==> config.mk <==
export PLATFORM = sky130hd
export DESIGN_NAME = uart_echo_responder_flat
export DESIGN_NICKNAME = d
export VERILOG_FILES = /design/src/rtl/uart_echo_responder_if.sv /design/src/rtl/uart_echo_responder.sv /design/src/flat_wrapper.sv
export SDC_FILE = /design/constraint.sdc
export NUM_CORES = 1
export LEC_CHECK = 0
export CAP_MARGIN = 0
export CORE_UTILIZATION = 62
export CTS_BUF_LIST = sky130_fd_sc_hd__clkbuf_4
export CTS_CLUSTER_DIAMETER = 50
export CTS_CLUSTER_SIZE = 40
export DETAILED_ROUTE_END_ITERATION = 10
export DONT_BUFFER_PORTS = 1
export GPL_TIMING_DRIVEN = 0
export PLACE_DENSITY = 0.78
export SLEW_MARGIN = 20
export SYNTH_ARGS = -nofsm -noshare
export SYNTH_HDL_FRONTEND = slang
export SYNTH_SLANG_ARGS = --single-unit
export TNS_END_PERCENT = 50
==> constraint.sdc <==
create_clock -name clk -period 2.4 [get_ports clk]
set_input_delay 0.48 -clock clk [delete_from_list [all_inputs] [get_ports clk]]
set_output_delay 0.48 -clock clk [all_outputs]
set_load 0.005 [all_outputs]
==> src/rtl/uart_echo_responder_if.sv <==
// Byte-level handshake between the UART receiver/transmitter pair and the echo responder.
// The responder takes the slave side; whatever drives the UART link takes the master side.
interface uart_echo_responder_if #(
  parameter int DEPTH = 4
);
  localparam int CNT_W = $clog2(DEPTH) + 1;

  logic [7:0]       i_rx_data;
  logic             i_rx_done;
  logic             i_tx_done;
  logic             i_clr_err;
  logic             o_start;
  logic [7:0]       o_tx_data;
  logic             o_busy;
  logic [CNT_W-1:0] o_count;
  logic             o_overflow;
  logic             o_timeout;

  modport slave (
    input  i_rx_data, i_rx_done, i_tx_done, i_clr_err,
    output o_start, o_tx_data, o_busy, o_count, o_overflow, o_timeout
  );

  modport master (
    output i_rx_data, i_rx_done, i_tx_done, i_clr_err,
    input  o_start, o_tx_data, o_busy, o_count, o_overflow, o_timeout
  );
endinterface

==> src/rtl/uart_echo_responder.sv <==
// Echoes every byte completed by the UART receiver back through the transmitter.
// Received bytes queue in a small FIFO; a watchdog frees the FSM if i_tx_done never arrives.
module uart_echo_responder #(
  parameter int DEPTH          = 4,
  parameter int TIMEOUT_CYCLES = 200000
) (
  input  logic                  clk,
  input  logic                  reset,
  uart_echo_responder_if.slave  bus
);

  localparam int PTR_W = $clog2(DEPTH);
  localparam int CNT_W = PTR_W + 1;
  localparam int WD_W  = $clog2(TIMEOUT_CYCLES + 1);

  typedef enum logic [1:0] {
    IDLE,
    START,
    WAIT_DONE
  } state_t;

  state_t           state_q, state_d;
  logic [7:0]       mem_q [DEPTH];
  logic [7:0]       mem_d [DEPTH];
  logic [PTR_W-1:0] wr_ptr_q, wr_ptr_d;
  logic [PTR_W-1:0] rd_ptr_q, rd_ptr_d;
  logic [CNT_W-1:0] count_q, count_d;
  logic [7:0]       tx_data_q, tx_data_d;
  logic [WD_W-1:0]  wd_q, wd_d;
  logic             overflow_q, overflow_d;
  logic             timeout_q, timeout_d;

  logic fifo_full;
  logic fifo_empty;
  logic pop;
  logic push;
  logic overflow_set;
  logic timeout_set;

  assign fifo_full    = (count_q == CNT_W'(DEPTH));
  assign fifo_empty   = (count_q == '0);
  assign pop          = (state_q == IDLE) && !fifo_empty;
  // A pop in the same cycle frees the slot, so a full FIFO can still accept.
  assign push         = bus.i_rx_done && (!fifo_full || pop);
  assign overflow_set = bus.i_rx_done && fifo_full && !pop;

  always_comb begin
    mem_d    = mem_q;
    wr_ptr_d = wr_ptr_q;
    rd_ptr_d = rd_ptr_q;
    count_d  = count_q;
    if (push) begin
      mem_d[wr_ptr_q] = bus.i_rx_data;
      wr_ptr_d        = wr_ptr_q + PTR_W'(1);
    end
    if (pop) begin
      rd_ptr_d = rd_ptr_q + PTR_W'(1);
    end
    count_d = count_q + CNT_W'(push) - CNT_W'(pop);
  end

  always_comb begin
    state_d     = state_q;
    tx_data_d   = tx_data_q;
    wd_d        = wd_q;
    timeout_set = 1'b0;
    case (state_q)
      IDLE: begin
        if (!fifo_empty) begin
          tx_data_d = mem_q[rd_ptr_q];
          state_d   = START;
        end
      end
      START: begin
        wd_d    = '0;
        state_d = WAIT_DONE;
      end
      WAIT_DONE: begin
        if (bus.i_tx_done) begin
          state_d = IDLE;
        end else if (wd_q == WD_W'(TIMEOUT_CYCLES - 1)) begin
          timeout_set = 1'b1;
          state_d     = IDLE;
        end else begin
          wd_d = wd_q + WD_W'(1);
        end
      end
      default: begin
        state_d = IDLE;
      end
    endcase
  end

  // Sticky flags: a new event in the same cycle as a clear keeps the flag set.
  always_comb begin
    overflow_d = overflow_q;
    timeout_d  = timeout_q;
    if (bus.i_clr_err) begin
      overflow_d = 1'b0;
      timeout_d  = 1'b0;
    end
    if (overflow_set) begin
      overflow_d = 1'b1;
    end
    if (timeout_set) begin
      timeout_d = 1'b1;
    end
  end

  always_ff @(posedge clk) begin
    if (reset) begin
      state_q    <= IDLE;
      for (int i = 0; i < DEPTH; i++) begin
        mem_q[i] <= '0;
      end
      wr_ptr_q   <= '0;
      rd_ptr_q   <= '0;
      count_q    <= '0;
      tx_data_q  <= '0;
      wd_q       <= '0;
      overflow_q <= 1'b0;
      timeout_q  <= 1'b0;
    end else begin
      state_q    <= state_d;
      mem_q      <= mem_d;
      wr_ptr_q   <= wr_ptr_d;
      rd_ptr_q   <= rd_ptr_d;
      count_q    <= count_d;
      tx_data_q  <= tx_data_d;
      wd_q       <= wd_d;
      overflow_q <= overflow_d;
      timeout_q  <= timeout_d;
    end
  end

  assign bus.o_start    = (state_q == START);
  assign bus.o_busy     = (state_q == START) || (state_q == WAIT_DONE);
  assign bus.o_tx_data  = tx_data_q;
  assign bus.o_count    = count_q;
  assign bus.o_overflow = overflow_q;
  assign bus.o_timeout  = timeout_q;

endmodule

==> src/flat_wrapper.sv <==
// flat-port wrapper written by rule: the top's interface ports become plain ports
module uart_echo_responder_flat 
#(
  parameter int DEPTH          = 4,
  parameter int TIMEOUT_CYCLES = 200000
)
  (clk, reset, bus_i_rx_data, bus_i_rx_done, bus_i_tx_done, bus_i_clr_err, bus_o_start, bus_o_tx_data, bus_o_busy, bus_o_count, bus_o_overflow, bus_o_timeout);
  uart_echo_responder_if #(.DEPTH(DEPTH)) bus_i ();
  input  logic clk;
  input  logic reset;
  input wire logic [$bits(bus_i.i_rx_data)-1:0] bus_i_rx_data;
  input wire logic [$bits(bus_i.i_rx_done)-1:0] bus_i_rx_done;
  input wire logic [$bits(bus_i.i_tx_done)-1:0] bus_i_tx_done;
  input wire logic [$bits(bus_i.i_clr_err)-1:0] bus_i_clr_err;
  output wire logic [$bits(bus_i.o_start)-1:0] bus_o_start;
  output wire logic [$bits(bus_i.o_tx_data)-1:0] bus_o_tx_data;
  output wire logic [$bits(bus_i.o_busy)-1:0] bus_o_busy;
  output wire logic [$bits(bus_i.o_count)-1:0] bus_o_count;
  output wire logic [$bits(bus_i.o_overflow)-1:0] bus_o_overflow;
  output wire logic [$bits(bus_i.o_timeout)-1:0] bus_o_timeout;
  assign bus_i.i_rx_data = bus_i_rx_data;
  assign bus_i.i_rx_done = bus_i_rx_done;
  assign bus_i.i_tx_done = bus_i_tx_done;
  assign bus_i.i_clr_err = bus_i_clr_err;
  assign bus_o_start = bus_i.o_start;
  assign bus_o_tx_data = bus_i.o_tx_data;
  assign bus_o_busy = bus_i.o_busy;
  assign bus_o_count = bus_i.o_count;
  assign bus_o_overflow = bus_i.o_overflow;
  assign bus_o_timeout = bus_i.o_timeout;
  uart_echo_responder #(.DEPTH(DEPTH), .TIMEOUT_CYCLES(TIMEOUT_CYCLES)) u_core (.clk(clk), .reset(reset), .bus(bus_i));
endmodule
---- Word-level counts from Yosys, hierarchy flattened ----
Index checks and enable logic that the tools add are counted.
word-level totals
  bits in registers ....................... 69
  input port bits ......................... 13
  output and inout bits ................... 15
  logic and storage cells ................. 68
cells by class
  add/subtract/negate cells ............... 5
  $lt $le $gt $ge ......................... 3
  equality and inequality tests ........... 8
  multiplexer cells ....................... 19
  bitwise gates (word level) .............. 3
  reductions and logical operators ........ 18
operator list
  kind                                                                   number
  18-bit two-way mux                                                     2
  18-bit one-hot mux with 2 select lines                                 1
  32-bit bitwise mux                                                     1
  8-bit two-way mux                                                      3
  18-bit by 1-bit adder with 18-bit output (second input constant)       1
  18-bit == test (second input constant)                                 1
  8-bit binary-select mux with 2-bit select                              1
  8-bit demux with 2-bit select                                          1
  3-bit greater-or-equal comparator (second input constant)              2
  1-bit two-way mux                                                      6
  2-bit two-way mux                                                      3
  2-bit != test (second input constant)                                  3
  2-bit inverter with 3-bit output                                       2
  2-bit one-hot mux with 3 select lines                                  1
  2-bit nonzero test                                                     3
  1-bit logical AND                                                      5
  2-bit by 1-bit adder with 2-bit output (second input constant)         2
  2-bit AND reduction                                                    2
  3-bit by 1-bit adder with 3-bit output                                 1
  3-bit == test (second input constant)                                  1
  1-bit logical NOT                                                      3
  3-bit logical NOT                                                      1
  3-bit by 1-bit < comparator with 1-bit output (second input constant)  1
  3-bit by 2-bit != test with 1-bit output (second input constant)       1
  other kinds (7)                                                        8

---- Logic depth before layout (Yosys ltp) ----
  word-level depth ........................ 7
  gate-level depth with buffers ........... 11
  depth with buffers taken out ............ 10

---- Least setup slack after synthesis ----
Ideal clock, no wire load.
  kind .................................... flip-flop to flip-flop
  start point ............................. reg u_core.state_q[0]
  end point ............................... reg u_core.count_q[2], in the netlist u_core.bus.o_count[2]
  library setup time ...................... 0.128 ns
  arrival ................................. 2.058 ns
  required time ........................... 2.272 ns
  slack ................................... 0.214 ns
  cell stages (with the launch flop) ...... 12
  path buffers ............................ 1
  period minus slack after synthesis ...... 2.186 ns
  path through ............................ dfxtp_1 -> inv_1 -> ha_1 -> nor4b_1 -> nor2b_1 -> clkbuf_1 -> ha_1 -> inv_1 -> fa_1 -> xor2_1 -> xnor2_1 -> nor2_1
on the way
  longest elaborated chain between the ends .. 6
RTL lines
  item                                         RTL line                    source
  from (decl)                                  uart_echo_responder.sv:22   state_t state_q, state_d;
  from (signal assigned)                       uart_echo_responder.sv:124  state_q <= state_d;
  2-bit logical NOT                            uart_echo_responder.sv:42   assign pop = (state_q == IDLE) && !fifo_empty;
  1-bit logical AND                            uart_echo_responder.sv:42
  1-bit logical OR                             uart_echo_responder.sv:44   assign push = bus.i_rx_done && (!fifo_full || pop);
  1-bit logical AND                            uart_echo_responder.sv:44
  via u_core.push                              uart_echo_responder.sv:36   logic push;
  3-bit by 1-bit adder with 3-bit output       uart_echo_responder.sv:59   count_d = count_q + CNT_W'(push) - CNT_W'(pop);
  3-bit by 1-bit subtractor with 3-bit output  uart_echo_responder.sv:59
  to (signal assigned)                         uart_echo_responder.sv:128  count_q <= count_d;
  to (decl)                                    uart_echo_responder.sv:27   logic [CNT_W-1:0] count_q, count_d;
The timed path passes the listed nets, and every way through them passes these cells.
A chain may end at the register's enable or synchronous reset.

---- Worst setup path in the final report ----
  start point ............................. reg u_core.count_q[1], in the netlist u_core.bus.o_count[1]
  end point ............................... reg u_core.count_q[2], in the netlist u_core.bus.o_count[2]
on the way
  longest elaborated chain between the ends .. 7
  elaborated cells on any way between the ends .. 9
  classes of those cells .................. 2 x add/sub; 1 x eq/ne; 6 x reduce/logical
RTL lines
  item                                             RTL line                   source
  3-bit logical NOT                                uart_echo_responder.sv:41  assign fifo_empty = (count_q == '0);
  1-bit logical NOT                                uart_echo_responder.sv:42
  1-bit logical AND                                uart_echo_responder.sv:42
  1-bit logical OR                                 uart_echo_responder.sv:44
  1-bit logical AND                                uart_echo_responder.sv:44
  3-bit by 1-bit adder with 3-bit output           uart_echo_responder.sv:59
  3-bit by 1-bit subtractor with 3-bit output (*)  uart_echo_responder.sv:59
Mark *: on every way between the ends. The rest lies on a longest branch, timed or not.

==> reports/qor.log <==
INFO  run_status     result_of_the_run=finished, final reports clean
INFO  detailed_routing initialDrtViolationCount=109
INFO  cts            tritoncts=built
INFO  critical_path  rr_worst_depth=10
INFO  critical_path  crit-reg2reg-launch=u_core.bus.o_count[1]
INFO  synth          synth_edf_count=0
INFO  final_layout   area.sequential=1380um^2
INFO  synth          synth_adder_area_share=0.0455
INFO  detailed_routing drt.antenna.violating_nets=0
INFO  cts            hold_buffers=0
INFO  power          p_leak=1.23nW
INFO  timing         timing.final.crit_share=0.895
INFO  cts            cts_num_sinks=69
INFO  detailed_routing via_count=2660
INFO  timing         timing_worst_slew_pin_value=0.570ns
INFO  timing         hold_viol_final=0
INFO  synth          netlist.top_cell.by_area=dfxtp_1
INFO  detailed_routing drcViolationCount=0
INFO  global_route   grt_max_degree=12
INFO  timing         finalCriticalPeriod=2.15ns
INFO  synth          synth_sequential_area_ratio=0.433
INFO  global_route   grt_first_pass_wirelength=11600um
INFO  cts            clk_path_buf_depth=2
INFO  synth          yosys_warnings=0
INFO  critical_path  worst_r2r_endpoint=u_core.bus.o_count[2]
INFO  final_layout   drive_above_1_share=0.138
INFO  global_route   grt_usage=0.288
INFO  final_layout   final_core_util=0.712
INFO  floorplanning  floorplan.die.width=73.7um
INFO  min_path       worst_hold_check_path_type=in2reg
INFO  placed_design  hpwlAfterDp=4980um
INFO  cts            cts_max_level=3
INFO  synth          synthDistinctLibCells=49
INFO  cts            clock_insertion_delay_worst_skew=0.40ns
INFO  synth          synth.cells.most_frequent=69 x dfxtp_1, 66 x nand2_1, 57 x a21oi_1
INFO  global_route   grt_pass1_vias=2496
INFO  timing         setup_slack=0.251ns
INFO  final_layout   multi_input_gate_area=1710um^2
INFO  synth          synth.top_cells.by_area=dfxtp_1 43%, a21oi_1 8.9%, nand2_1 7.8%, nand3_1 5.8%, mux4_2 5.6%
INFO  synth          synth.ff_latch_count=69
INFO  final_layout   filler_cell_count=392
INFO  cts            cts_bufs_inserted=9
INFO  synth          mappedNetlistNets=391
INFO  min_path       hold_depth=2
INFO  timing         max_slew_violations=0
INFO  detailed_routing postRouteWirelength=7140um
INFO  detailed_routing post_drt_wl_per_cell=15.8um
INFO  synth          synth-compound-area-share=0.149
INFO  cts            clk_pin_slew_worst_paths=0.11ns
INFO  synth          synthSimpleGateAreaFrac=0.240
INFO  placed_design  port_buffers=0
INFO  final_layout   antenna_cells_inserted=0
INFO  placed_design  place.gp.congestion=0.876
INFO  synth          post_synth.cell_area_avg=8.69um^2
INFO  floorplanning  die_area=5440um^2
INFO  power          power.ir.vdd_worst=0.778mV
INFO  floorplanning  start_util=0.658
INFO  synth          synth_top_area_frac=0.433
INFO  critical_path  critPathMaxFanout=10
INFO  power          power_density=894nW/um^2
INFO  job            timing.max_cap.violations=0
INFO  detailed_routing drtPass1Iterations=4
INFO  synth          largest_family_of_logic_cells_by_synthesized_area=simple AND/OR/NAND/NOR gates
INFO  critical_path  critPathRequiredTime=2.67ns
INFO  cts            clock-root-buffer=clkbuf_4
INFO  detailed_routing vias_per_cell=5.88
INFO  critical_path  critical_path.startpoint=u_core.bus.o_count[1]
INFO  floorplanning  placement_rows=25
INFO  critical_path  worstSetupEndpoint=u_core.bus.o_count[2]
INFO  timing         rsz0062_at_grt=no
INFO  critical_path  setup.reg_to_reg.worst_slack=0.25ns
INFO  final_layout   num-nets-final=404
INFO  critical_path  setup.worst_path.class=reg2reg
INFO  synth          postSynth.topFlopCell=dfxtp_1
INFO  synth          synth_xor_xnor_area_share=0.0165
INFO  floorplanning  coreArea=4850um^2
INFO  global_route   grt_overflow=0
INFO  floorplanning  die_h=73.7um
INFO  synth          synth_cells=367
INFO  timing         relative_slew_margins=0.620
INFO  critical_path  timing.critical_path.to_type=register
INFO  synth          syn-cell-area=3190um^2
INFO  synth          synth.mux.area_fraction=0.0792
INFO  global_route   initial_antenna_violation_count=0
INFO  critical_path  cp_arrival=2.42ns
INFO  final_layout   area.growth.synth_to_final=8.16%
INFO  timing         achievable-frequency=465MHz
INFO  floorplanning  design.portCount=28
INFO  synth          synth_async_sr_flop_share=0
INFO  critical_path  setup.worst_path.start_class=register
INFO  timing         finClkSkew=0.0144ns
INFO  synth          top_count_cell_post_synth=dfxtp_1
INFO  placed_design  place_ws=-0.187ns
INFO  timing         setup_viol=0
## final cells by class
type                            instances  share of cell area
Buffer                                 20              0.0268
Clock buffer                           11              0.0239
Clock inverter                          5              0.0149
Inverter                                8             0.00870
Multi-Input combinational cell        270               0.497
Sequential cell                        69               0.400
Tap cell                               67              0.0243
Timing Repair Buffer                    2             0.00435
## how the worst min path moves through the flow
stage,from,end,slack (ns)
floorplan,u_core.mem_q[10],u_core.mem_q[10],0.43
global placement,u_core.mem_q[23],u_core.mem_q[23],0.44
detailed placement,u_core.mem_q[7],u_core.mem_q[7],0.45
CTS,bus_i_rx_data[4],u_core.mem_q[12],0.20
global route,bus_i_rx_data[6],u_core.mem_q[6],0.19
finish,bus_i_rx_data[4],u_core.mem_q[12],0.22
## placed cells by master, fill, tap and decap left out, drive strengths merged, types with 2 or more instances in the layout
| master | count |
|---|---|
| o22a | 3 |
| ha | 10 |
| a31o | 2 |
| nor2b | 6 |
| nand3 | 38 |
| clkinv | 4 |
| clkbuf | 18 |
| buf | 15 |
| xor2 | 2 |
| and3 | 3 |
| dfxtp | 69 |
| inv | 8 |
| nor2 | 23 |
| a41oi | 3 |
| nor4b | 3 |
| o21a | 2 |
| mux2 | 2 |
| nand2 | 71 |
| xnor2 | 4 |
| a31oi | 3 |
| a21oi | 58 |
| mux4 | 8 |
| and2 | 2 |
| nand3b | 2 |
| mux2i | 5 |
| a21o | 3 |
| nor3 | 3 |
| o21ai | 2 |
| and4 | 2 |
## per-stage QoR
stage          TNS (ns)  std cells  hold WS (ns)  area, um^2  total power, mW
6_report              0        452         0.217        3450             3.08
3_5_place_dp     -0.210        434         0.447        3270             2.32
2_1_floorplan         0        367         0.433        3190             2.09
3_3_place_gp     -0.116        434         0.440        3270             2.29
5_1_grt               0        452         0.191        3450             3.27
4_1_cts               0        450         0.201        3420             3.06
## state kept, by name (all words and copies together) (netlist names)
signal	cells
u_core.mem_q	32
u_core.wr_ptr_q	2
u_core.state_q	2
u_core.rd_ptr_q	2
u_core.bus.o_tx_data	8
u_core.bus.o_count	3
u_core.bus.o_overflow	1
u_core.bus.o_timeout	1
u_core.wd_q	18
## layer usage
| metal | vias to the layer above | wire [um] | share of wire | GRT usage |
|---|---|---|---|---|
| met5 | - | 0 | 0 | 0 |
| met4 | 0 | 144 | 0.020 | 0.120 |
| met3 | 16 | 486 | 0.068 | 0.0672 |
| met2 | 74 | 3590 | 0.50 | 0.514 |
| met1 | 1254 | 2920 | 0.41 | 0.329 |
| li1 | 1316 | - | - | - |
## where the power goes
part           switching [mW]  internal (mW)  leakage, nW
sequential             0.0895           1.25        0.560
clock                   0.400          0.336       0.0759
combinational           0.605          0.403        0.598
total                    1.09           1.99         1.23
## cell families after synthesis
| kind of cell | after synthesis |
|---|---|
| buf+inv | 28 |
| compound gates | 79 |
| mux | 15 |
| fa+ha+maj | 11 |
| xor+xnor | 6 |
| simple gates | 159 |
| flops | 69 |
## critical path, cell delays in order, from the launching register on
cell and delay [ns]:
dfxtp_1 0.49, nor3_2 0.11, nand2b_1 0.15, buf_2 0.18, mux2i_1 0.15, ha_1 0.16, inv_1 0.04, fa_1 0.37
xor2_1 0.16, xnor2_1 0.16, nor2_1 0.06
## repair_timing
| item | 4_1_cts | 5_1_grt |
|---|---|---|
| setup endpoints to repair | 2 | 2 |
| resized for setup | 3 | 4 |
| setup buffers | 0 | 2 |
Power figures use the tool's default switching activity.
